===== src/rtl/pcm_sample_fifo.sv =====
// PCM sample FIFO between the decimation filter and the register interface.
// First-word fall-through circular buffer with sticky error flags and a level irq.
module pcm_sample_fifo #(
  parameter int WIDTH = 16,
  parameter int DEPTH = 8,
  parameter int CW    = $clog2(DEPTH) + 1
) (
  input  logic             clk,
  input  logic             rst,
  input  logic             in_valid,
  input  logic [WIDTH-1:0] in_data,
  input  logic             pop,
  input  logic             clear,
  input  logic             flag_clr,
  input  logic [CW-1:0]    threshold,
  output logic [WIDTH-1:0] out_data,
  output logic [CW-1:0]    count,
  output logic             empty,
  output logic             full,
  output logic             overflow,
  output logic             underflow,
  output logic             irq
);
  localparam int AW = $clog2(DEPTH);
  localparam logic [CW-1:0] DEPTH_C = CW'(DEPTH);

  logic [WIDTH-1:0] mem [DEPTH];
  logic [AW-1:0]    wptr, rptr;
  logic [CW-1:0]    cnt;
  logic             ovf, unf;
  logic             push_ok, pop_ok, ovf_set, unf_set;

  assign empty   = (cnt == '0);
  assign full    = (cnt == DEPTH_C);
  // A pop in the same cycle frees the slot, so a full FIFO still accepts the push.
  assign pop_ok  = pop && !empty;
  assign push_ok = in_valid && (!full || pop);
  assign ovf_set = in_valid && full && !pop;
  assign unf_set = pop && empty;

  always_ff @(posedge clk) begin
    if (push_ok && !clear && !rst) mem[wptr] <= in_data;
  end

  always_ff @(posedge clk) begin
    if (rst || clear) begin
      wptr <= '0;
      rptr <= '0;
      cnt  <= '0;
    end else begin
      if (push_ok) wptr <= (wptr == AW'(DEPTH - 1)) ? '0 : wptr + 1'b1;
      if (pop_ok)  rptr <= (rptr == AW'(DEPTH - 1)) ? '0 : rptr + 1'b1;
      if (push_ok && !pop_ok)      cnt <= cnt + 1'b1;
      else if (pop_ok && !push_ok) cnt <= cnt - 1'b1;
    end
  end

  // Setting events win over flag_clr; clear/rst win over everything.
  always_ff @(posedge clk) begin
    if (rst || clear) begin
      ovf <= 1'b0;
      unf <= 1'b0;
    end else begin
      if (ovf_set)       ovf <= 1'b1;
      else if (flag_clr) ovf <= 1'b0;
      if (unf_set)       unf <= 1'b1;
      else if (flag_clr) unf <= 1'b0;
    end
  end

  assign out_data  = empty ? '0 : mem[rptr];
  assign count     = cnt;
  assign overflow  = ovf;
  assign underflow = unf;
  assign irq       = (threshold != '0) && (cnt >= threshold);
endmodule


===== config.mk =====
export PLATFORM = sky130hd
export DESIGN_NAME = pcm_sample_fifo
export DESIGN_NICKNAME = d
export VERILOG_FILES = /design/src/rtl/pcm_sample_fifo.sv
export SDC_FILE = /design/constraint.sdc
export NUM_CORES = 1
export LEC_CHECK = 0
export ABC_CLOCK_PERIOD_IN_PS = 3800
export CORE_MARGIN = 1.5
export CORE_UTILIZATION = 35
export CTS_CLUSTER_DIAMETER = 150
export DETAILED_ROUTE_END_ITERATION = 10
export GPL_TIMING_DRIVEN = 0
export SYNTH_ARGS = -nofsm -noshare
export SYNTH_HDL_FRONTEND = slang
export SYNTH_SLANG_ARGS = --single-unit

===== constraint.sdc =====
create_clock -name clk -period 3.8 [get_ports clk]
set_input_delay 0.76 -clock clk [delete_from_list [all_inputs] [get_ports clk]]
set_output_delay 0.76 -clock clk [all_outputs]
set_load 0.02 [all_outputs]

==> results of run 1 <==
[kinds of logic after synthesis]
| kind of cell | count (synthesis) |
|---|---|
| buffers and inverters | 21 |
| AND/OR/NAND/NOR | 63 |
| multiplexers | 50 |
| adder cells (fa/ha/maj) | 12 |
| flip-flops | 143 |
| AO/OA/AOI/OAI | 15 |
| XOR/XNOR | 2 |
[stage by stage]
step                instances  total power [mW]
global placement          572              2.20
detailed placement        584              2.21
global route              614              3.81
floorplan                 306              2.01
finish                    614              3.69
CTS                       614              3.72
[how the worst min path moves through the flow]
| stage | endpoint |
|---|---|
| 6_report | flip-flop |
| 5_1_grt | rptr[0] |
| 4_1_cts | flip-flop |
| 3_5_place_dp | flip-flop |
| 3_3_place_gp | rptr[1] |
| 2_1_floorplan | flip-flop |
[worst min-delay path: stages (launching register included)]
cell	delay [ps]
dfxtp_1	320
nand2_1	60
a21oi_1	70
[layout by cell type, fill, tap and decap left out, types with 4 or more instances in the layout]
cell	synthesis	routed
inv_1	6	6
a21oi_1	9	9
nor2_2	0	4
mux2i_1	18	18
nand2b_1	4	4
edfxtp_1	128	128
clkbuf_16	0	17
buf_2	6	6
buf_4	0	5
clkbuf_1	7	9
ha_1	11	11
clkinv_2	0	5
dfxtp_1	15	15
nor2_1	32	28
mux4_2	32	32
clkdlybuf4s50_1	0	50
clkinv_1	0	4
nand2_1	9	9
[power groups by stage]
| stage | Combinational, mW | Sequential, mW | Clock (mW) |
|---|---|---|---|
| 2_1_floorplan | 0.227 | 1.78 | 0 |
| 3_5_place_dp | 0.432 | 1.78 | 0 |
| 5_1_grt | 0.462 | 1.75 | 1.60 |
| 3_3_place_gp | 0.418 | 1.78 | 0 |
| 6_report | 0.426 | 1.75 | 1.52 |
| 4_1_cts | 0.434 | 1.75 | 1.54 |
[registers in the layout (all words and copies together), names as in the netlist, named ones only]
register and cells:
count 4, mem 128, overflow 1, rptr 3, underflow 1, wptr 3
[final cells by class]
type	instances	area share (%)
clock buffer	19	5.99
timing repair buffer	62	9.26
multi-input combinational	142	21.1
buffer	14	0.831
clock inverter	11	1.39
tap	216	3.74
sequential	143	57.3
inverter	7	0.364
[routing by layer]
| metal | track usage [%] | vias up |
|---|---|---|
| li1 | - | 1375 |
| met1 | 16.8 | 1558 |
| met2 | 24.3 | 57 |
| met3 | 3.58 | 15 |
| met4 | 6.27 | 0 |
| met5 | 0 | - |
==> impl_metrics.py, run 1 <==
metrics = {
    "yosys": {
        "synth-edff-count": 128,
        "synth-simple-area-share_pct": 5.56,
        "synth.mux.area_fraction_pct": 15.7,
        "ys_warn_count": 0,
        "yosys.area_share.xor_xnor_pct": 0.306,
        "synth_commonest_cells": "128 x edfxtp_1, 32 x mux4_2, 32 x nor2_1",
        "synthAdderAreaFrac_pct": 2.76,
        "synthCells": 306,
        "syn_area_per_cell_sq_um": 18.7,
        "synth_compound_area_share_pct": 1.68,
        "ys_ff_latch": 143,
        "synth_top_cell_by_area": "edfxtp_1",
        "synth_nets": 344,
        "yosysTopAreaCellShare_pct": 67.2,
        "synth.cell_area_sq_um": 5720,
        "ys_seq_area_share_pct": 72.4,
        "ys.flop_type": "edfxtp_1",
        "synth_area_leaders": "edfxtp_1 67%, mux4_2 13%, dfxtp_1 5.2%, mux2i_1 3.1%, ha_1 2.4%",
        "synth.most_common_cell": "edfxtp_1",
        "synth_top_family_by_area": "multiplexers",
        "async_reset_ff_share_pct": 0,
        "synth_cell_types": 34,
    },
    "critical_path": {
        "endpoint_kind": "output pin",
        "crit_start": "count[0]",
        "reg2reg_from": "count[0]",
        "cp.depth": 3,
        "crit_fanout": 10,
        "crit_path_cell_trace": "nor4_4, clkbuf_1, clkdlybuf4s50_1",
        "crit_end": "empty",
        "crit_arrival_ps": 2800,
        "crit_path_top_delay_cell": "nor4_4",
        "cp.required_ps": 3040,
        "crit_family": "buffers and inverters",
        "crit_type": "flip-flop to output pin",
        "start_kind": "flip-flop",
        "reg2reg_slack_ps": 1000,
        "critical_path_buf_inv_count": 2,
        "r2r_end": "count[3]",
        "slowest_delay_ps": 720,
        "r2r_cells": 10,
    },
    "worst_hold_path": {
        "hold_path_depth": 2,
        "hold_path.class": "flip-flop to flip-flop",
        "min_from": "rptr[1]",
    },
    "sta": {
        "rsz0062_at_grt": "no",
        "hold_violations": 0,
        "finalCritPeriodShare_pct": 93.7,
        "skew_ps": 7.96,
        "tightest_slew_ps": 1050,
        "fin_crit_ps": 3560,
        "fin_ws_ps": 239,
        "setup_viol": 0,
        "slew_violations": 0,
        "whs_ps": 502,
        "tns_ps": 0,
        "slew_headroom_pct": 29.7,
        "max_freq_ghz": 0.281,
    },
    "pwr": {
        "intPower_mw": 2.87,
        "swShare_pct": 22.3,
        "power_density_nw_per_um2": 511,
        "vdd_ir_drop_max_v": 0.000368,
        "comb_power_share_pct": 11.5,
        "p_leak_nw": 2.34,
        "clock_power_share_pct": 41.2,
        "seqPwrFrac_pct": 47.3,
        "power_switching_mw": 0.824,
    },
    "routing": {
        "routed-wl-met3_um": 372,
        "wl_mm": 11.3,
        "dr.pass1.iters": 4,
        "vias_per_cell": 4.89,
        "route.detailed.drc": 0,
        "wl_per_cell_um": 18.4,
        "wl_met2_mm": 5.82,
        "drt_iter0_drc": 175,
        "ant_nets": 0,
        "met1_length_mm": 4.92,
        "top_layer": "met4",
        "vias": 3005,
    },
    "clock_tree": {
        "path_clk_slew_ps": 50,
        "hold_buffers": 0,
        "cts_root_buffer": "clkbuf_16",
        "cts-htree-levels": 4,
        "cts_sinks": 143,
        "cts_resized": 0,
        "cts_buffer_depth": 2,
        "post-cts-setup-buffers": 0,
        "cts_made_buffers": 17,
        "cts_tree": "yes",
        "clock_latency_ps": 410,
    },
    "floorplanning": {
        "num_rows": 46,
        "coreArea_sq_um": 15900,
        "die_w_um": 131,
        "die_area_sq_um": 17100,
        "start_util_pct": 35.9,
        "io_pins": 51,
        "die_h_um": 131,
    },
    "placement": {
        "dpl_cell_area_sq_um": 6690,
        "port_buffers": 50,
        "dp_slack_ps": 376,
        "dp.final_hpwl_mm": 7.66,
        "place.gp.congestion": 0.697,
    },
    "finish": {
        "fillers": 1382,
        "register_area_sq_um": 4140,
        "area_growth_pct": 26.3,
        "finalNetCount": 425,
        "final_util_pct": 45.3,
        "final_design_area_no_fill_sq_um": 7230,
        "drive_above_1_share_pct": 22.1,
        "n_antenna_cell": 0,
        "multiInputGateArea_sq_um": 1520,
    },
    "run": {
        "maxCapViolCount": 0,
    },
    "global_routing": {
        "grt_pass1_vias": 3061,
        "grt_overflow": 0,
        "grt_usage_pct": 14.1,
        "antenna_found_initial": 0,
        "grt_pass1_wl_mm": 16.9,
        "grt_max_degree": 17,
    },
    "status": {
        "status": "finished, final reports clean",
    },
}
No activity file was read; power rests on OpenSTA's default activity.
==> inputs of run 2 (changes only) <==
CAP_MARGIN = 10   (was default)
REMOVE_ABC_BUFFERS = 1   (was default)
==> run 2 against run 1 <==
Effect of this change: sequential cell count unchanged; clock power rose by 11%; total power grew 4.6%; register-to-register slack worse by 220 ps; first-iteration DRC count grew 26%; sequential share of layout area is 0.19 points lower; non-clock buffer count decreased by 11; sequential power barely moved; final cell count decreased by 1.5%; critical path type unchanged; wire length shrank 1.7%; via count fell by 1.6%.
==> impl_metrics.py, run 2 (synthesis gave the netlist of run 1 again) <==
metrics = {
    "finish": {
        "mostFrequentLayoutCells": "128 x edfxtp_1, 50 x clkdlybuf4s50_1, 32 x mux4_2, 28 x nor2_1, 18 x mux2i_1",
        "area_growth_pct": 26.8,
        "final_common_cell": "edfxtp_1",
        "n_antenna_cell": 0,
        "drive_above_1_share_pct": 23.1,
        "fillers": 1371,
        "largest_reg_flops": 128,
        "largest_register": "mem",
        "final_util_pct": 45.5,
        "finalNetCount": 414,
    },
    "critical_path": {
        "slowest_delay_ps": 590,
        "crit_family": "buffers and inverters",
        "crit_path_cell_trace": "buf_12, mux4_2, mux2i_1, nor2_1, clkdlybuf4s50_1",
        "crit_arrival_ps": 2690,
        "crit_type": "flip-flop to output pin",
        "start_kind": "flip-flop",
        "reg2reg_from": "count[0]",
        "crit_path_top_delay_cell": "dfxtp_2",
        "endpoint_kind": "output pin",
        "crit_fanout": 22,
        "cp.required_ps": 3040,
        "critical_path_buf_inv_count": 2,
    },
    "routing": {
        "drt_iter0_drc": 221,
        "vias_per_cell": 4.89,
        "dr.pass1.iters": 4,
        "wl_mm": 11.1,
        "ant_nets": 0,
        "route.detailed.drc": 0,
        "wl_per_cell_um": 18.3,
        "vias": 2956,
    },
    "sta": {
        "slew_headroom_pct": 34.8,
        "tns_ps": 0,
        "slew_violations": 0,
        "fin_crit_ps": 3450,
        "rsz0062_at_grt": "no",
        "tightest_slew_ps": 969,
        "setup_viol": 0,
        "max_freq_ghz": 0.290,
        "skew_ps": 8.33,
        "finalCritPeriodShare_pct": 90.9,
        "hold_violations": 0,
    },
    "pwr": {
        "power_switching_mw": 0.843,
        "seqPwrFrac_pct": 45.4,
        "vdd_ir_drop_max_v": 0.000357,
        "clock_power_share_pct": 43.7,
        "intPower_mw": 3.02,
        "comb_power_share_pct": 10.9,
        "power_density_nw_per_um2": 533,
        "p_leak_nw": 2.34,
        "swShare_pct": 21.8,
    },
    "clock_tree": {
        "cts_resized": 0,
        "clock_latency_ps": 420,
        "cts_root_buffer": "clkbuf_16",
        "hold_buffers": 0,
        "cts_buffer_depth": 2,
        "cts_sinks": 143,
        "cts_made_buffers": 17,
        "cts_tree": "yes",
        "cts-htree-levels": 4,
        "path_clk_slew_ps": 60,
        "post-cts-setup-buffers": 0,
    },
    "global_routing": {
        "grt_pass1_vias": 3095,
        "grt_pass1_wl_mm": 17.2,
        "grt_usage_pct": 14.2,
        "grt_overflow": 0,
        "grt_max_degree": 33,
        "antenna_found_initial": 0,
    },
    "worst_hold_path": {
        "min_from": "rptr[1]",
        "hold_path.class": "flip-flop to flip-flop",
    },
    "floorplanning": {
        "die_area_sq_um": 17100,
        "start_util_pct": 35.9,
        "num_rows": 46,
        "die_w_um": 131,
        "die_h_um": 131,
        "io_pins": 51,
        "coreArea_sq_um": 15900,
    },
    "placement": {
        "port_buffers": 50,
        "dp.final_hpwl_mm": 7.15,
        "place.gp.congestion": 0.715,
    },
    "status": {
        "status": "finished, final reports clean",
    },
    "run": {
        "maxCapViolCount": 0,
    },
}
## run 2: cell count changes in the layout (fill, tap and decap cells not counted), sizes merged
cell	delta
clkbuf	-7
clkinv	-2
buf	-4
bufinv	+2
clkinvlp	+2
## run 2: stage by stage
stage          instance area [sq um]  hold slack [ps]  worst slack [ps]  power [mW]  cells
2_1_floorplan                   5660              450               562        2.00    292
3_3_place_gp                    6430              464             -1540        2.19    558
3_5_place_dp                    6640              478               373        2.21    572
4_1_cts                         7240              486               266        3.90    604
5_1_grt                         7260              513               208        4.00    605
6_report                        7260              478               347        3.86    605
## run 2: worst min-delay path: cells and delay by family, from the launching register on
kind	cells	cell delay, ps
compound gates	1	60
simple gates	1	60
flops	1	310
## run 2: area by class of cell
cell class,instances,area [sq um],area share [%]
multi-input combinational,142,1520,21.0
inverter,7,26.3,0.362
tap,216,270,3.72
sequential,143,4150,57.1
clock inverter,13,170,2.35
clock buffer,19,433,5.97
timing repair buffer,65,686,9.45
## run 2: worst paths after layout
check	endpoint	slack, ps	depth (start not counted)
min reg2reg	flip-flop	480	2
max reg2reg	count[3]	780	10
max	out_data[10]	350	5
min	flip-flop	480	2
## run 2: layer usage
layer	vias up	part of all wire, %	global-route usage [%]
met5	-	0	0
met4	0	1.9	6.59
met3	17	3.9	3.87
met2	58	50	23.6
met1	1524	44	17.4
li1	1357	-	-
## run 2: power by group through the flow
stage / clock [mW] / combinational, mW / sequential [mW]
5_1_grt: 1.78 / 0.463 / 1.76
2_1_floorplan: 0 / 0.210 / 1.79
6_report: 1.69 / 0.422 / 1.75
3_3_place_gp: 0 / 0.395 / 1.80
4_1_cts: 1.72 / 0.430 / 1.75
3_5_place_dp: 0 / 0.428 / 1.79
==> inputs of run 3 (changes only) <==
RECOVER_POWER = 100   (was default)
==> run 3 against run 2 <==
Effect of this change: wire length fell by 0.23%; highest routed layer unchanged; final area fell by 1.6%; largest power group unchanged; clock power barely moved.
==> impl_metrics.py, run 3 (synthesis gave the netlist of run 1 again) <==
metrics = {
    "critical_path": {
        "crit_arrival_ps": 2750,
        "crit_path_top_delay_cell": "dlygate4sd3_1",
        "endpoint_kind": "output pin",
        "crit_type": "input port to output pin",
        "r2r_cells": 7,
        "cp.required_ps": 3040,
        "critical_path_buf_inv_count": 2,
        "cp.depth": 7,
        "start_kind": "input port",
        "reg2reg_slack_ps": 580,
        "slowest_delay_ps": 660,
        "crit_fanout": 2,
        "r2r_end": "mem[1][12]",
        "crit_path_cell_trace": "clkdlybuf4s50_1, ha_1, nand2b_1, a21o_1, a211oi_1, nor3_1, dlygate4sd3_1",
        "crit_family": "buffers and inverters",
        "reg2reg_from": "count[1]",
    },
    "sta": {
        "whs_ps": 475,
        "rsz0062_at_grt": "no",
        "slew_violations": 0,
        "fin_ws_ps": 287,
        "slew_headroom_pct": 12.3,
        "hold_violations": 0,
        "max_freq_ghz": 0.285,
        "tightest_slew_ps": 1300,
        "fin_crit_ps": 3510,
        "skew_ps": 7.60,
        "setup_viol": 0,
        "finalCritPeriodShare_pct": 92.4,
        "tns_ps": 0,
    },
    "floorplanning": {
        "start_util_pct": 35.9,
        "io_pins": 51,
        "num_rows": 46,
        "coreArea_sq_um": 15900,
        "die_h_um": 131,
        "die_w_um": 131,
        "die_area_sq_um": 17100,
    },
    "global_routing": {
        "grt_usage_pct": 14.2,
        "antenna_found_initial": 1,
        "met2_usage_pct": 23.6,
        "grt_overflow": 0,
        "grt_pass1_vias": 3095,
        "grtUsageMet3_pct": 3.87,
        "use_met1_pct": 17.4,
        "grt_max_degree": 33,
        "top_usage_layer": "met2",
        "grt_pass1_wl_mm": 17.2,
    },
    "placement": {
        "dp.final_hpwl_mm": 7.15,
        "place.gp.congestion": 0.715,
        "port_buffers": 50,
        "dp_slack_ps": 373,
    },
    "pwr": {
        "p_leak_nw": 2.36,
        "vdd_ir_drop_max_v": 0.000355,
        "finalPower_mw": 3.84,
        "power_density_nw_per_um2": 537,
    },
    "clock_tree": {
        "cts_resized": 0,
        "cts_made_buffers": 17,
        "clock_latency_ps": 420,
        "path_clk_slew_ps": 50,
        "cts_buffer_depth": 2,
        "cts_root_buffer": "clkbuf_16",
        "cts_sinks": 143,
        "cts-htree-levels": 4,
        "cts_tree": "yes",
        "post-cts-setup-buffers": 0,
        "hold_buffers": 0,
    },
    "routing": {
        "route.detailed.drc": 0,
        "dr.pass1.iters": 4,
        "vias_per_cell": 4.86,
        "vias": 2948,
        "wl_mm": 11.1,
        "ant_nets": 0,
        "drt_iter0_drc": 207,
        "wl_per_cell_um": 18.2,
    },
    "finish": {
        "finalNetCount": 414,
        "mostFrequentLayoutCells": "128 x edfxtp_1, 41 x dlygate4sd3_1, 32 x mux4_2, 32 x nor2_1, 18 x mux2i_1",
        "largest_reg_flops": 128,
        "area_growth_pct": 24.9,
        "drive_above_1_share_pct": 17.7,
        "final_common_cell": "edfxtp_1",
        "final_util_pct": 44.8,
        "fillers": 1394,
        "largest_register": "mem",
    },
    "status": {
        "status": "finished, final reports clean",
    },
    "run": {
        "maxCapViolCount": 0,
    },
    "worst_hold_path": {
        "min_from": "rptr[1]",
        "hold_path.class": "flip-flop to flip-flop",
        "hold_path_depth": 2,
    },
}
run 3: final cells by class:
class | instances | area (sq um) | area share [%]
well taps | 216 | 270 | 3.78
clock inverters | 13 | 170 | 2.38
inverters | 7 | 26.3 | 0.368
multi-input cells | 142 | 1490 | 20.8
clock buffers | 19 | 433 | 6.06
repair buffers | 65 | 607 | 8.50
flip-flops and latches | 143 | 4150 | 58.0
diodes | 1 | 2.50 | 0.0350
run 3: how the worst max path moves through the flow:
stage,start,to,slack (ps)
2_1_floorplan,clear,mem[2][0],560
3_3_place_gp,clear,mem[4][3],-1540
3_5_place_dp,threshold[0],irq,370
4_1_cts,flip-flop,out_data[10],270
5_1_grt,flip-flop,out_data[11],130
6_report,threshold[0],irq,290
run 3: worst min-delay path, cell delays in order (launching register included):
cell and delay, ps:
dfxtp_1 310, nand2_1 60, a21oi_1 60
run 3: stage by stage:
stage | area, sq um | cells
CTS | 7240 | 604
finish | 7140 | 606
floorplan | 5660 | 292
global placement | 6430 | 558
detailed placement | 6640 | 572
global route | 7140 | 606
run 3: metal layers:
metal / vias to the layer above / share of wire (%)
li1: 1352 / -
met1: 1521 / 45
met2: 61 / 50
met3: 14 / 3.6
met4: 0 / 1.6
met5: - / 0
run 3: power breakdown:
| part | internal [mW] | switching, mW |
|---|---|---|
| clock | 1.09 | 0.602 |
| sequential | 1.73 | 0.0234 |
| combinational | 0.184 | 0.212 |
| total | 3.00 | 0.837 |
==> RTL edit 1 (flow settings as in run 1) <==
Set the parameter `WIDTH` to 18 (it was 16).
--- a/src/rtl/pcm_sample_fifo.sv
+++ b/src/rtl/pcm_sample_fifo.sv
@@ -2,5 +2,5 @@
 // First-word fall-through circular buffer with sticky error flags and a level irq.
 module pcm_sample_fifo #(
-  parameter int WIDTH = 16,
+  parameter int WIDTH = 18,
   parameter int DEPTH = 8,
   parameter int CW    = $clog2(DEPTH) + 1
Interface: changed (resized in_data and out_data); port bits go from 51 to 55. No check against the original RTL was run, so the function may have changed too.
==> RTL edit 1 against run 1 <==
  * Routed wire length up 9.0%
  * Area after synthesis up 10%
  * First-iteration DRC count up 26%
  * Sequential share of layout area up 0.97 points
  * Critical path depth grew 3
  * Power increased by 9.4%
  * Combinational power is 5.9% higher
  * Final area rose by 9.7%
  * Count of clock-buffer cells in the layout down 1
  * Worst setup slack got worse by 0.030 ns
  * Sequential cell count grew 16
  * Critical path type unchanged
  * Largest power group unchanged
  * Highest routed layer unchanged
==> RTL edit 1: results (changes against run 1) <==
leakage 0.00254 uW (+8.7%); depth of the CTS H-tree 4 (unchanged); Tightest Pin Transition 0.816 ns (-0.231 ns); data arrival time of the worst path 2.83 ns (+0.03 ns); input/output buffers 54 (+8.0%); number of fillers in the final layout 1493 (+8.0%); proportion of layout cells with a drive suffix above 1 23.0% (+0.86 points); GRT Total Usage 14.4% (+0.25 points); final weighted congestion in routability-driven placement 0.688 (-1.2%); number of antenna diodes 0 (unchanged); wire length of the first global-routing pass 19300 um (+14%); final clock skew 0.00772 ns (-0.000242 ns); top cells by count, synth sky130_fd_sc_hd__edfxtp_1, sky130_fd_sc_hd__mux4_2, sky130_fd_sc_hd__nor2_1, sky130_fd_sc_hd__mux2i_1, sky130_fd_sc_hd__dfxtp_1; Final Hold Viols 0 (unchanged); Seq/Total Area, Yosys 73.2% (+0.73 points); Synth Warn # 0 (unchanged); final instance count without filler cells 656 (+6.8%); dominant cells by area after synthesis sky130_fd_sc_hd__edfxtp_1, sky130_fd_sc_hd__mux4_2, sky130_fd_sc_hd__dfxtp_1; number of flops mapped to enable cells by yosys 144 (+13%); post-synthesis net count 372 (+8.1%); DRC violation total after the first TritonRoute iteration 220 (+26%); number of nets in the layout 460 (+8.2%); number of flip-flops in the largest register 144 (+13%); switching power 888 uW (+7.8%); Peak supply drop 307 uV (-16%); routed via count divided by cell count 4.92 (+0.57%); Post-Place Cells 626 (+7.2%); vias in the first global route 3456 (+13%); delay of the slowest cell on the worst path 0.63 ns (-0.09 ns); worst-case clock buffer depth 2 (unchanged); CP max stage cell sky130_fd_sc_hd__clkbuf_1; total CTS buffers 17 (unchanged); result of the run finished, final reports clean; Post-Syn Instances 332 (+8.5%); number of different library cells in the post-synthesis netlist 35 (+2.9%); DP HPWL 8470 um (+11%); Total Wirelength 12300 um (+9.0%)
RTL edit 1: cell count changes in the layout (fill, tap and decap cells not counted), moves of 4 or more:
cell | run 1 | this run
sky130_fd_sc_hd__buf_4 | 5 | 11
sky130_fd_sc_hd__edfxtp_1 | 128 | 144
sky130_fd_sc_hd__clkdlybuf4s50_1 | 50 | 54
sky130_fd_sc_hd__mux4_2 | 32 | 36
sky130_fd_sc_hd__clkinvlp_4 | 0 | 5
RTL edit 1: kinds of logic (layout without fill, tap and decap cells):
logic type | count (synthesis) | count (layout) | synth area share [%]
xor+xnor | 2 | 2 | 0.277
flops | 159 | 159 | 73.2
buf+inv | 23 | 122 | 1.62
fa+ha+maj | 12 | 12 | 2.49
compound gates | 15 | 15 | 1.52
simple gates | 65 | 65 | 4.91
mux | 56 | 56 | 16.0
RTL edit 1: area by class of cell:
| type | instances | area share (%) |
|---|---|---|
| Tap cell | 225 | 3.55 |
| Clock inverter | 12 | 1.85 |
| Sequential cell | 159 | 58.3 |
| Buffer | 16 | 0.978 |
| Multi-Input combinational cell | 150 | 20.5 |
| Inverter | 7 | 0.331 |
| Timing Repair Buffer | 69 | 9.07 |
| Clock buffer | 18 | 5.41 |
RTL edit 1: path summary, 6_finish.rpt:
| path | startpoint | to | slack (ns) | cells past startpoint |
|---|---|---|---|---|
| worst min register to register | rptr[1]$_SDFFE_PP0P_ | flip-flop | 0.49 | 2 |
| worst max-delay path | flip-flop | out_data[10] | 0.21 | 6 |
| worst max register to register | count[0]$_SDFFE_PP0P_ | count[3]$_SDFFE_PP0P_ | 1.08 | 10 |
| worst min-delay path | rptr[1]$_SDFFE_PP0P_ | flip-flop | 0.49 | 2 |
RTL edit 1: per-stage QoR:
stage	utilization, %	worst slack (ns)	power (uW)	instance area [um^2]
floorplan	-	0.426	2220	6320
global placement	40.9	-1.83	2420	7140
detailed placement	42.1	0.359	2430	7350
CTS	45.4	0.104	4080	7930
global route	45.4	0.0465	4180	7930
finish	45.4	0.209	4040	7930
RTL edit 1: worst min-delay path: stages (launching register included):
cell	delay, ns
sky130_fd_sc_hd__dfxtp_1	0.32
sky130_fd_sc_hd__nand2_1	0.06
sky130_fd_sc_hd__a21oi_1	0.07
RTL edit 1: per-layer routing:
metal  GRT usage [%]  vias to the layer above  part of all wire [%]
met2            24.2                       73                    51
li1                -                     1495                     -
met5               0                        -                     0
met4            5.67                        0                   1.5
met1            18.0                     1644                    43
met3            3.31                       17                   4.0
RTL edit 1: power by group through the flow:
stage	Clock [uW]	Sequential (uW)	Combinational [uW]
4_1_cts	1680	1940	460
6_report	1650	1940	451
2_1_floorplan	0	1980	243
3_3_place_gp	0	1970	445
3_5_place_dp	0	1980	459
5_1_grt	1750	1940	496
==> RTL edit 2 (config.mk and constraints of run 1) <==
Without the edit above. Add an input register stage for `threshold`; this delays it by one clock. The other inputs are not delayed to match.
--- a/src/rtl/pcm_sample_fifo.sv
+++ b/src/rtl/pcm_sample_fifo.sv
@@ -24,4 +24,10 @@
   localparam int AW = $clog2(DEPTH);
   localparam logic [CW-1:0] DEPTH_C = CW'(DEPTH);
+
+  logic [CW-1:0] threshold_q;
+
+  always_ff @(posedge clk) begin
+    threshold_q <= threshold;
+  end
 
   logic [WIDTH-1:0] mem [DEPTH];
@@ -73,5 +79,5 @@
   assign overflow  = ovf;
   assign underflow = unf;
-  assign irq       = (threshold != '0) && (cnt >= threshold);
+  assign irq       = (threshold_q != '0) && (cnt >= threshold_q);
 endmodule
 
Check against the original RTL: not equivalent (Yosys sat finds a counterexample within 4 cycles, from zero or initial values).
==> RTL edit 2 against run 1 <==
  * Area after synthesis rose by 1.4%
  * Critical path type unchanged
  * Power rose by 0.19%
  * Routed wire length fell by 0.37%
  * Largest power group unchanged
  * Sequential cell count rose by 4
  * Final area rose by 0.47%
  * Worst setup slack got worse by 0.035 ns
  * Fmax fell by 0.98%
  * Register-to-register slack got worse by 0.06 ns
  * Critical path depth did not move
==> RTL edit 2: results (changes against run 1) <==
data arrival time of the worst path 2.84 ns (+0.04 ns); dominant cells by area after synthesis sky130_fd_sc_hd__edfxtp_1, sky130_fd_sc_hd__mux4_2, sky130_fd_sc_hd__dfxtp_1; register name with the most flops mem; Max transition margin 36.1% (+6.5 points); post-synthesis net count 348 (+1.2%); wire length of the first global-routing pass 17600 um (+3.9%); worst hold slack after final layout 0.497 ns (-0.00537 ns); proportion of layout cells with a drive suffix above 1 22.0% (-0.081 points); Total Wirelength 11200 um (-0.37%); number of fillers in the final layout 1371 (-0.80%); R2R setup slack 0.94 ns (-0.06 ns); total iterations of the first detailed-routing run 6 (+2); GRT Total Usage 13.8% (-0.28 points); antenna violations before repair 1 (+1); DRC violation total after the first TritonRoute iteration 174 (-0.57%); Seq/Total Area, Yosys 72.8% (+0.38 points); number of antenna diodes 0 (unchanged); Peak supply drop 307 uV (-16%); met3 global-route usage 4.15% (+0.57 points); final weighted congestion in routability-driven placement 0.727 (+4.3%); met2 GRT Util 22.1% (-2.2 points); DP HPWL 7610 um (-0.63%); final clock skew 0.00898 ns (+0.00102 ns); number of nets in the layout 429 (+0.94%); leakage 0.00234 uW (+0.15%); number of maximum-capacitance violations 0 (unchanged); result of the run finished, final reports clean; met1 routing resource usage after global routing 17.7% (+0.89 points); vias in the first global route 3146 (+2.8%); routed via count divided by cell count 4.89 (-0.14%)
-- RTL edit 2: cell count changes in the layout (fill, tap and decap cells not counted), sizes merged --
cell      before  now
clkinv         9    8
dfxtp         15   19
bufinv         2    1
clkinvlp       0    3
buf           19   22
clkbuf        26   24
-- RTL edit 2: worst paths after layout --
| path | start | depth (start not counted) | to |
|---|---|---|---|
| worst max-delay path | count[0]$_SDFFE_PP0P_ | 3 | empty |
| worst min-delay path | rptr[1]$_SDFFE_PP0P_ | 2 | rptr[1]$_SDFFE_PP0P_ |
| worst max register to register | count[0]$_SDFFE_PP0P_ | 10 | count[3]$_SDFFE_PP0P_ |
| worst min register to register | rptr[1]$_SDFFE_PP0P_ | 2 | rptr[1]$_SDFFE_PP0P_ |
-- RTL edit 2: layout make-up --
type | count | area, um^2 | share of cell area [%]
plain buffers | 14 | 60.1 | 0.827
clock buffers | 20 | 437 | 6.01
clock inverters | 12 | 91.3 | 1.26
inverters | 7 | 26.3 | 0.362
multi-input cells | 142 | 1520 | 21.0
flip-flops and latches | 147 | 4220 | 58.2
well taps | 216 | 270 | 3.72
repair buffers | 62 | 628 | 8.65
-- RTL edit 2: through the flow --
step | power [uW] | setup WS [ns] | utilization [%] | area (um^2) | std cells
2_1_floorplan | 2060 | 0.551 | - | 5800 | 310
6_report | 3700 | 0.203 | 45.2 | 7260 | 620
3_3_place_gp | 2240 | -1.52 | 40.9 | 6570 | 576
5_1_grt | 3840 | 0.0759 | 45.2 | 7260 | 620
3_5_place_dp | 2250 | 0.636 | 41.9 | 6730 | 588
4_1_cts | 3740 | 0.160 | 45.2 | 7260 | 620
-- RTL edit 2: metal layers --
| metal | share of wire, % | routed length, um |
|---|---|---|
| met1 | 46 | 5200 |
| met2 | 48 | 5380 |
| met3 | 4.1 | 465 |
| met4 | 1.6 | 180 |
| met5 | 0.11 | 12 |
-- RTL edit 2: report_power, final --
group          switching (uW)  internal [uW]
combinational             221            197
clock                     604            885
sequential               19.2           1770
total                     845           2850
-- RTL edit 2: critical path, stage by stage, from the launching register on --
cell and delay [ns]:
sky130_fd_sc_hd__dfxtp_1 0.41, sky130_fd_sc_hd__nor4_4 0.87, sky130_fd_sc_hd__clkbuf_1 0.44, sky130_fd_sc_hd__clkdlybuf4s50_1 0.69
-- RTL edit 2: kinds of logic after synthesis --
| family | count (synthesis) | share of synthesized area, % |
|---|---|---|
| flip-flops | 147 | 72.8 |
| AND/OR/NAND/NOR | 63 | 5.48 |
| multiplexers | 50 | 15.5 |
| buffers and inverters | 21 | 1.49 |
| AO/OA/AOI/OAI | 15 | 1.66 |
| adder cells (fa/ha/maj) | 12 | 2.72 |
| XOR/XNOR | 2 | 0.302 |
